==> config.mk <==
export PLATFORM = sky130hd
export DESIGN_NAME = video_pattern_gen_flat
export DESIGN_NICKNAME = d
export VERILOG_FILES = /design/src/rtl/video_pattern_gen_if.sv /design/src/rtl/video_pattern_gen.sv /design/src/flat_wrapper.sv
export SDC_FILE = /design/constraint.sdc
export NUM_CORES = 1
export LEC_CHECK = 0
export ABC_AREA = 0
export BUFFER_PORTS_ARGS = -buffer_cell sky130_fd_sc_hd__buf_2
export CORE_UTILIZATION = 50
export CTS_CLUSTER_DIAMETER = 80
export DETAILED_ROUTE_END_ITERATION = 16
export HOLD_SLACK_MARGIN = 0.03
export PLACE_DENSITY_LB_ADDON = 0.3
export SLEW_MARGIN = 40
export SYNTH_ARGS = -nofsm -noshare
export SYNTH_HDL_FRONTEND = slang
export SYNTH_SLANG_ARGS = --single-unit
==> constraint.sdc <==
create_clock -name clk -period 2.9 [get_ports clk]
set_clock_uncertainty 0.1 [all_clocks]
set_input_delay 0.435 -clock clk [delete_from_list [all_inputs] [get_ports clk]]
set_output_delay 0.435 -clock clk [all_outputs]
set_load 0.03 [all_outputs]
==> src/rtl/video_pattern_gen_if.sv <==
// Pixel output bus of the video pattern generator: RGB data, data-valid and syncs.
// The frame_cnt member exists only when VPG_FRAME_CNT_EN is defined.
interface video_pattern_gen_if;
  logic [7:0]  tx_red;
  logic [7:0]  tx_green;
  logic [7:0]  tx_blue;
  logic        tx_dv;
  logic        tx_hs;
  logic        tx_vs;
`ifdef VPG_FRAME_CNT_EN
  logic [15:0] frame_cnt;
`endif

  modport master (
    output tx_red, tx_green, tx_blue, tx_dv, tx_hs, tx_vs
`ifdef VPG_FRAME_CNT_EN
    , output frame_cnt
`endif
  );

  modport slave (
    input tx_red, tx_green, tx_blue, tx_dv, tx_hs, tx_vs
`ifdef VPG_FRAME_CNT_EN
    , input frame_cnt
`endif
  );
endinterface

==> src/rtl/video_pattern_gen.sv <==
// Raster timing plus test-pattern generator (bars, gradient, checker, solid) with registered outputs.
// Optional macro VPG_FRAME_CNT_EN adds a 16-bit frame counter and a scrolling gradient.
module video_pattern_gen #(
  parameter int   H_ACTIVE = 1280,
  parameter int   H_FP     = 110,
  parameter int   H_SYNC   = 40,
  parameter int   H_BP     = 220,
  parameter int   V_ACTIVE = 720,
  parameter int   V_FP     = 5,
  parameter int   V_SYNC   = 5,
  parameter int   V_BP     = 20,
  parameter logic HS_POL   = 1'b1,
  parameter logic VS_POL   = 1'b1
) (
  input  logic        clk,
  input  logic        rst,
  input  logic        en,
  input  logic [1:0]  pat_sel,
  input  logic [23:0] solid_rgb,
  video_pattern_gen_if.master tx
);
  localparam int H_TOTAL = H_ACTIVE + H_FP + H_SYNC + H_BP;
  localparam int V_TOTAL = V_ACTIVE + V_FP + V_SYNC + V_BP;
  // Counters are kept wide enough for the gradient (bits 7:0) and checker (bit 4) taps.
  localparam int HW      = ($clog2(H_TOTAL) > 8) ? $clog2(H_TOTAL) : 8;
  localparam int VW      = ($clog2(V_TOTAL) > 5) ? $clog2(V_TOTAL) : 5;
  localparam int BAR_W   = H_ACTIVE / 8;
  localparam int BW      = (BAR_W > 1) ? $clog2(BAR_W) : 1;

  localparam logic [HW-1:0] H_LAST   = HW'(H_TOTAL - 1);
  localparam logic [HW-1:0] H_ACT    = HW'(H_ACTIVE);
  localparam logic [HW-1:0] H_HS_BEG = HW'(H_ACTIVE + H_FP);
  localparam logic [HW-1:0] H_HS_END = HW'(H_ACTIVE + H_FP + H_SYNC);
  localparam logic [VW-1:0] V_LAST   = VW'(V_TOTAL - 1);
  localparam logic [VW-1:0] V_ACT    = VW'(V_ACTIVE);
  localparam logic [VW-1:0] V_VS_BEG = VW'(V_ACTIVE + V_FP);
  localparam logic [VW-1:0] V_VS_END = VW'(V_ACTIVE + V_FP + V_SYNC);
  localparam logic [BW-1:0] BAR_LAST = BW'(BAR_W - 1);

  logic [HW-1:0] h_cnt_reg;
  logic [VW-1:0] v_cnt_reg;
  logic [BW-1:0] bar_px_reg;
  logic [2:0]    bar_idx_reg;
  logic [1:0]    pat_reg;
  logic [23:0]   solid_reg;
  logic [7:0]    red_reg;
  logic [7:0]    green_reg;
  logic [7:0]    blue_reg;
  logic          dv_reg;
  logic          hs_reg;
  logic          vs_reg;

  logic          h_last;
  logic          v_last;
  logic          frame_start;
  logic          active;
  logic          hs_on;
  logic          vs_on;
  logic [1:0]    pat_eff;
  logic [23:0]   solid_eff;
  logic [7:0]    grad;
  logic [23:0]   rgb_next;

  assign h_last      = (h_cnt_reg == H_LAST);
  assign v_last      = (v_cnt_reg == V_LAST);
  assign frame_start = (h_cnt_reg == '0) && (v_cnt_reg == '0);
  assign active      = (h_cnt_reg < H_ACT) && (v_cnt_reg < V_ACT);
  assign hs_on       = (h_cnt_reg >= H_HS_BEG) && (h_cnt_reg < H_HS_END);
  assign vs_on       = (v_cnt_reg >= V_VS_BEG) && (v_cnt_reg < V_VS_END);

  // The first pixel of a frame already uses the selection being sampled at that pixel.
  assign pat_eff     = frame_start ? pat_sel   : pat_reg;
  assign solid_eff   = frame_start ? solid_rgb : solid_reg;

`ifdef VPG_FRAME_CNT_EN
  logic [15:0] frame_cnt_reg;

  always_ff @(posedge clk) begin
    if (rst) begin
      frame_cnt_reg <= '0;
    end else if (en && h_last && v_last) begin
      frame_cnt_reg <= frame_cnt_reg + 16'd1;
    end
  end

  assign tx.frame_cnt = frame_cnt_reg;
  assign grad         = h_cnt_reg[7:0] + frame_cnt_reg[7:0];
`else
  assign grad         = h_cnt_reg[7:0];
`endif

  always_comb begin
    rgb_next = 24'h000000;
    case (pat_eff)
      2'd0: begin
        case (bar_idx_reg)
          3'd0:    rgb_next = 24'hFFFFFF;
          3'd1:    rgb_next = 24'hFFFF00;
          3'd2:    rgb_next = 24'h00FFFF;
          3'd3:    rgb_next = 24'h00FF00;
          3'd4:    rgb_next = 24'hFF00FF;
          3'd5:    rgb_next = 24'hFF0000;
          3'd6:    rgb_next = 24'h0000FF;
          default: rgb_next = 24'h000000;
        endcase
      end
      2'd1:    rgb_next = {grad, grad, grad};
      2'd2:    rgb_next = (h_cnt_reg[4] ^ v_cnt_reg[4]) ? 24'hFFFFFF : 24'h000000;
      default: rgb_next = solid_eff;
    endcase
  end

  always_ff @(posedge clk) begin
    if (rst) begin
      h_cnt_reg   <= '0;
      v_cnt_reg   <= '0;
      bar_px_reg  <= '0;
      bar_idx_reg <= '0;
      pat_reg     <= '0;
      solid_reg   <= '0;
      red_reg     <= '0;
      green_reg   <= '0;
      blue_reg    <= '0;
      dv_reg      <= 1'b0;
      hs_reg      <= ~HS_POL;
      vs_reg      <= ~VS_POL;
    end else if (!en) begin
      h_cnt_reg   <= '0;
      v_cnt_reg   <= '0;
      bar_px_reg  <= '0;
      bar_idx_reg <= '0;
      pat_reg     <= pat_sel;
      solid_reg   <= solid_rgb;
      red_reg     <= '0;
      green_reg   <= '0;
      blue_reg    <= '0;
      dv_reg      <= 1'b0;
      hs_reg      <= ~HS_POL;
      vs_reg      <= ~VS_POL;
    end else begin
      if (frame_start) begin
        pat_reg   <= pat_sel;
        solid_reg <= solid_rgb;
      end

      h_cnt_reg <= h_last ? '0 : h_cnt_reg + 1'b1;
      if (h_last) begin
        v_cnt_reg <= v_last ? '0 : v_cnt_reg + 1'b1;
      end

      // Bar index advances every BAR_W active pixels, avoiding a divider on h_cnt.
      if (h_last) begin
        bar_px_reg  <= '0;
        bar_idx_reg <= '0;
      end else if (h_cnt_reg < H_ACT) begin
        if (bar_px_reg == BAR_LAST) begin
          bar_px_reg  <= '0;
          bar_idx_reg <= bar_idx_reg + 3'd1;
        end else begin
          bar_px_reg  <= bar_px_reg + 1'b1;
        end
      end

      dv_reg    <= active;
      red_reg   <= active ? rgb_next[23:16] : 8'h00;
      green_reg <= active ? rgb_next[15:8]  : 8'h00;
      blue_reg  <= active ? rgb_next[7:0]   : 8'h00;
      hs_reg    <= hs_on ? HS_POL : ~HS_POL;
      vs_reg    <= vs_on ? VS_POL : ~VS_POL;
    end
  end

  assign tx.tx_red   = red_reg;
  assign tx.tx_green = green_reg;
  assign tx.tx_blue  = blue_reg;
  assign tx.tx_dv    = dv_reg;
  assign tx.tx_hs    = hs_reg;
  assign tx.tx_vs    = vs_reg;
endmodule

==> src/flat_wrapper.sv <==
// flat-port wrapper written by rule: the top's interface ports become plain ports
module video_pattern_gen_flat 
#(
  parameter int   H_ACTIVE = 1280,
  parameter int   H_FP     = 110,
  parameter int   H_SYNC   = 40,
  parameter int   H_BP     = 220,
  parameter int   V_ACTIVE = 720,
  parameter int   V_FP     = 5,
  parameter int   V_SYNC   = 5,
  parameter int   V_BP     = 20,
  parameter logic HS_POL   = 1'b1,
  parameter logic VS_POL   = 1'b1
)
  (clk, rst, en, pat_sel, solid_rgb, tx_tx_red, tx_tx_green, tx_tx_blue, tx_tx_dv, tx_tx_hs, tx_tx_vs);
  video_pattern_gen_if tx_i ();
  input  logic clk;
  input  logic rst;
  input  logic en;
  input  logic [1:0] pat_sel;
  input  logic [23:0] solid_rgb;
  output wire logic [$bits(tx_i.tx_red)-1:0] tx_tx_red;
  output wire logic [$bits(tx_i.tx_green)-1:0] tx_tx_green;
  output wire logic [$bits(tx_i.tx_blue)-1:0] tx_tx_blue;
  output wire logic [$bits(tx_i.tx_dv)-1:0] tx_tx_dv;
  output wire logic [$bits(tx_i.tx_hs)-1:0] tx_tx_hs;
  output wire logic [$bits(tx_i.tx_vs)-1:0] tx_tx_vs;
  assign tx_tx_red = tx_i.tx_red;
  assign tx_tx_green = tx_i.tx_green;
  assign tx_tx_blue = tx_i.tx_blue;
  assign tx_tx_dv = tx_i.tx_dv;
  assign tx_tx_hs = tx_i.tx_hs;
  assign tx_tx_vs = tx_i.tx_vs;
  video_pattern_gen #(.H_ACTIVE(H_ACTIVE), .H_FP(H_FP), .H_SYNC(H_SYNC), .H_BP(H_BP), .V_ACTIVE(V_ACTIVE), .V_FP(V_FP), .V_SYNC(V_SYNC), .V_BP(V_BP), .HS_POL(HS_POL), .VS_POL(VS_POL)) u_core (.clk(clk), .rst(rst), .en(en), .pat_sel(pat_sel), .solid_rgb(solid_rgb), .tx(tx_i));
endmodule
==> impl_metrics.py <==
metrics = {
    "status": {
        "status": "completed",
    },
    "synthesis": {
        "synth_area_leaders": "dfxtp_1 (44%), nand2_1 (6.4%), a21oi_1 (5.9%)",
        "synth_top_area_share_pct": 43.8,
        "synthSimpleGateAreaFrac_pct": 23.2,
        "yosysWarnings": 0,
        "synth_mux_area_share_pct": 2.09,
        "yosys_most_used_dff": "dfxtp_1",
        "synth_top_family_by_area": "simple AND/OR/NAND/NOR gates",
        "yosys.area_share.adder_pct": 4.19,
        "postSynthCellCount": 437,
        "synth_xor_area_share_pct": 5.87,
        "ys_ff_latch": 85,
        "async_flop_share_pct": 0,
        "synth_seq_area_share_pct": 43.8,
        "synth.avg_cell_area_um2": 8.88,
        "synth_nets": 479,
        "netlist_area_um2": 3880,
        "synthDistinctLibCells": 53,
        "synth_top_cell_by_area": "dfxtp_1",
        "synth_edf_count": 0,
        "synth-compound-area-share_pct": 16.7,
    },
    "layout": {
        "drive_above_1_share_pct": 20.1,
        "final_core_util_pct": 59.8,
        "largest_reg_flops": 24,
        "area_growth_syn_to_layout_pct": 13.5,
        "num-nets-final": 530,
        "diodes": 0,
    },
    "critical_path": {
        "cpPeakStageDelay_ns": 0.43,
        "required_ns": 3.03,
        "crit_end": "u_core.tx.tx_blue[6]",
        "reg2reg_depth": 7,
        "slowest_stage": "a2111oi_0",
        "critPathTopFamily": "simple AND/OR/NAND/NOR gates",
        "end_kind": "flop",
        "start_kind": "flop",
        "critPathBufInv": 1,
        "cp_data_arrival_time_ns": 2.70,
        "crit_fanout": 8,
        "path_class": "reg -> reg",
        "reg2reg_slack_ns": 0.33,
        "rr_endpoint": "u_core.tx.tx_blue[6]",
        "path_depth": 7,
        "path_cells": "inv_1 > ha_1 > nor3b_1 > and4_2 > nand2_1 > mux2i_4 > a2111oi_0",
        "crit_start": "u_core.v_cnt_reg[1]",
        "r2r_start": "u_core.v_cnt_reg[1]",
    },
    "flow_run": {
        "max_cap_viol_count": 0,
    },
    "die": {
        "die_y_um": 90.1,
        "die-area_um2": 8120,
        "core_area_um2": 7370,
        "io_pins": 56,
        "die_x_um": 90.1,
        "core.rowCount": 31,
        "initial_core_util_pct": 52.7,
    },
    "pwr": {
        "ir_worst_vdd_v": 0.000291,
        "powerDensity_nw_per_um2": 510,
        "leakage_nw": 1.72,
    },
    "clock_tree": {
        "post_cts_resized": 0,
        "root_buffer": "clkbuf_8",
        "clock_path_buffers": 2,
        "ctsHoldBuffers": 0,
        "clock_latency_ns": 0.36,
        "clkTransAtPathRegs_ns": 0.09,
        "cts_sinks": 85,
        "post_cts_buffers": 0,
        "cts_tree": "yes",
        "htreeDepth": 3,
        "cts_buffers": 9,
    },
    "routing": {
        "drt_pre_antenna_iters": 5,
        "drt_wl_total_mm": 9.43,
        "drt-vias-per-instance": 5.73,
        "drc": 0,
        "drtAntennaViolNets": 0,
        "wl_per_cell_um": 15.9,
        "drtIter0Drc": 257,
        "num_vias": 3391,
    },
    "grt": {
        "gr-total-overflow": 0,
        "grt_pass1_wl_mm": 15.7,
        "grt_max_degree": 27,
        "grt_usage_pct": 24.2,
        "antenna_found_initial": 0,
        "grt_pass1_vias": 3154,
    },
    "hold_path": {
        "holdCritPathClass": "in -> reg",
    },
    "sta": {
        "fin_crit_ns": 2.57,
        "period_share_pct": 88.5,
        "finalHoldViolations": 0,
        "setup_viol": 0,
        "slew_headroom_pct": 58.1,
        "worstMarginPinSlew_ns": 0.629,
        "tns_ns": 0,
        "fmax_mhz": 390,
        "final_max_slew_viol_count": 0,
        "rsz0062_at_grt": "false",
    },
    "place": {
        "routabilityCongestion": 0.852,
        "port_buffers": 55,
        "dp_hpwl_mm": 6.58,
    },
}
==> worst min path at each step <==
stage                         startpoint              endpoint  slack, ns  depth (start not counted)
detailed placement  u_core.solid_reg[12]  u_core.solid_reg[12]       0.34                          2
floorplan            u_core.solid_reg[0]   u_core.solid_reg[0]       0.33                          2
global route               solid_rgb[20]  u_core.solid_reg[20]       0.22                          3
CTS                        solid_rgb[20]  u_core.solid_reg[20]       0.21                          3
global placement     u_core.solid_reg[2]   u_core.solid_reg[2]       0.34                          2
finish                     solid_rgb[20]  u_core.solid_reg[20]       0.22                          3
==> kinds of logic after synthesis <==
logic type	count (synthesis)
AO/OA/AOI/OAI	98
XOR/XNOR	26
adder cells (fa/ha/maj)	13
buffers and inverters	35
flip-flops	85
multiplexers	6
AND/OR/NAND/NOR	174
==> metal layers <==
layer | part of all wire, % | global-route usage (%)
met5 | 0 | 0
met1 | 46 | 34.1
met3 | 6.4 | 4.91
met4 | 1.4 | 8.60
met2 | 46 | 36.5
==> cell usage after synthesis, drive strengths merged (7+ instances only) <==
cell	instances
dfxtp	85
xor2	13
nand2	66
inv	10
nor3	16
nor2	39
buf	15
xnor2	13
o21ai	12
nand4	9
and3	7
clkbuf	9
nand3	11
o221ai	18
ha	13
a21oi	46
==> area by class of cell <==
type | instances | area [um^2]
Clock inverter | 6 | 46.3
Multi-Input combinational cell | 317 | 2020
Tap cell | 99 | 124
Clock buffer | 10 | 128
Fill cell | 675 | 2960
Sequential cell | 85 | 1700
Timing Repair Buffer | 64 | 343
Inverter | 11 | 41.3
==> layout by cell type, fill, tap and decap left out, types with 4 or more instances in the layout <==
| cell | count |
|---|---|
| dfxtp_1 | 85 |
| nand2_1 | 66 |
| buf_2 | 55 |
| a21oi_1 | 46 |
| nor2_1 | 38 |
| o221ai_1 | 18 |
| nor3_1 | 16 |
| xor2_1 | 13 |
| xnor2_1 | 13 |
| ha_1 | 13 |
| nand3_1 | 11 |
| inv_1 | 10 |
| o21ai_0 | 10 |
| clkbuf_8 | 9 |
| buf_4 | 9 |
| and3_1 | 7 |
| nand4_1 | 7 |
| o31ai_1 | 4 |
| nor4_1 | 4 |
| and2_1 | 4 |
==> through the flow <==
step,instances,power (mW),worst slack (ns),hold slack [ns],area [um^2]
2_1_floorplan,437,1.43,0.729,0.332,3880
3_3_place_gp,576,1.51,0.503,0.338,4230
3_5_place_dp,576,1.52,0.354,0.344,4230
4_1_cts,592,2.26,0.336,0.212,4410
5_1_grt,592,2.35,0.0988,0.216,4410
6_report,592,2.25,0.335,0.218,4410
==> report_power, final <==
group / switching (mW) / total [mW] / internal [mW]
sequential: 0.0263 / 1.24 / 1.21
combinational: 0.169 / 0.254 / 0.0856
clock: 0.438 / 0.755 / 0.317
==> worst min-delay path, stage by stage <==
cell     delay, ns
buf_2         0.10
nand2_1       0.05
a21oi_1       0.05
Note: power is estimated with default switching activity, not from simulation.
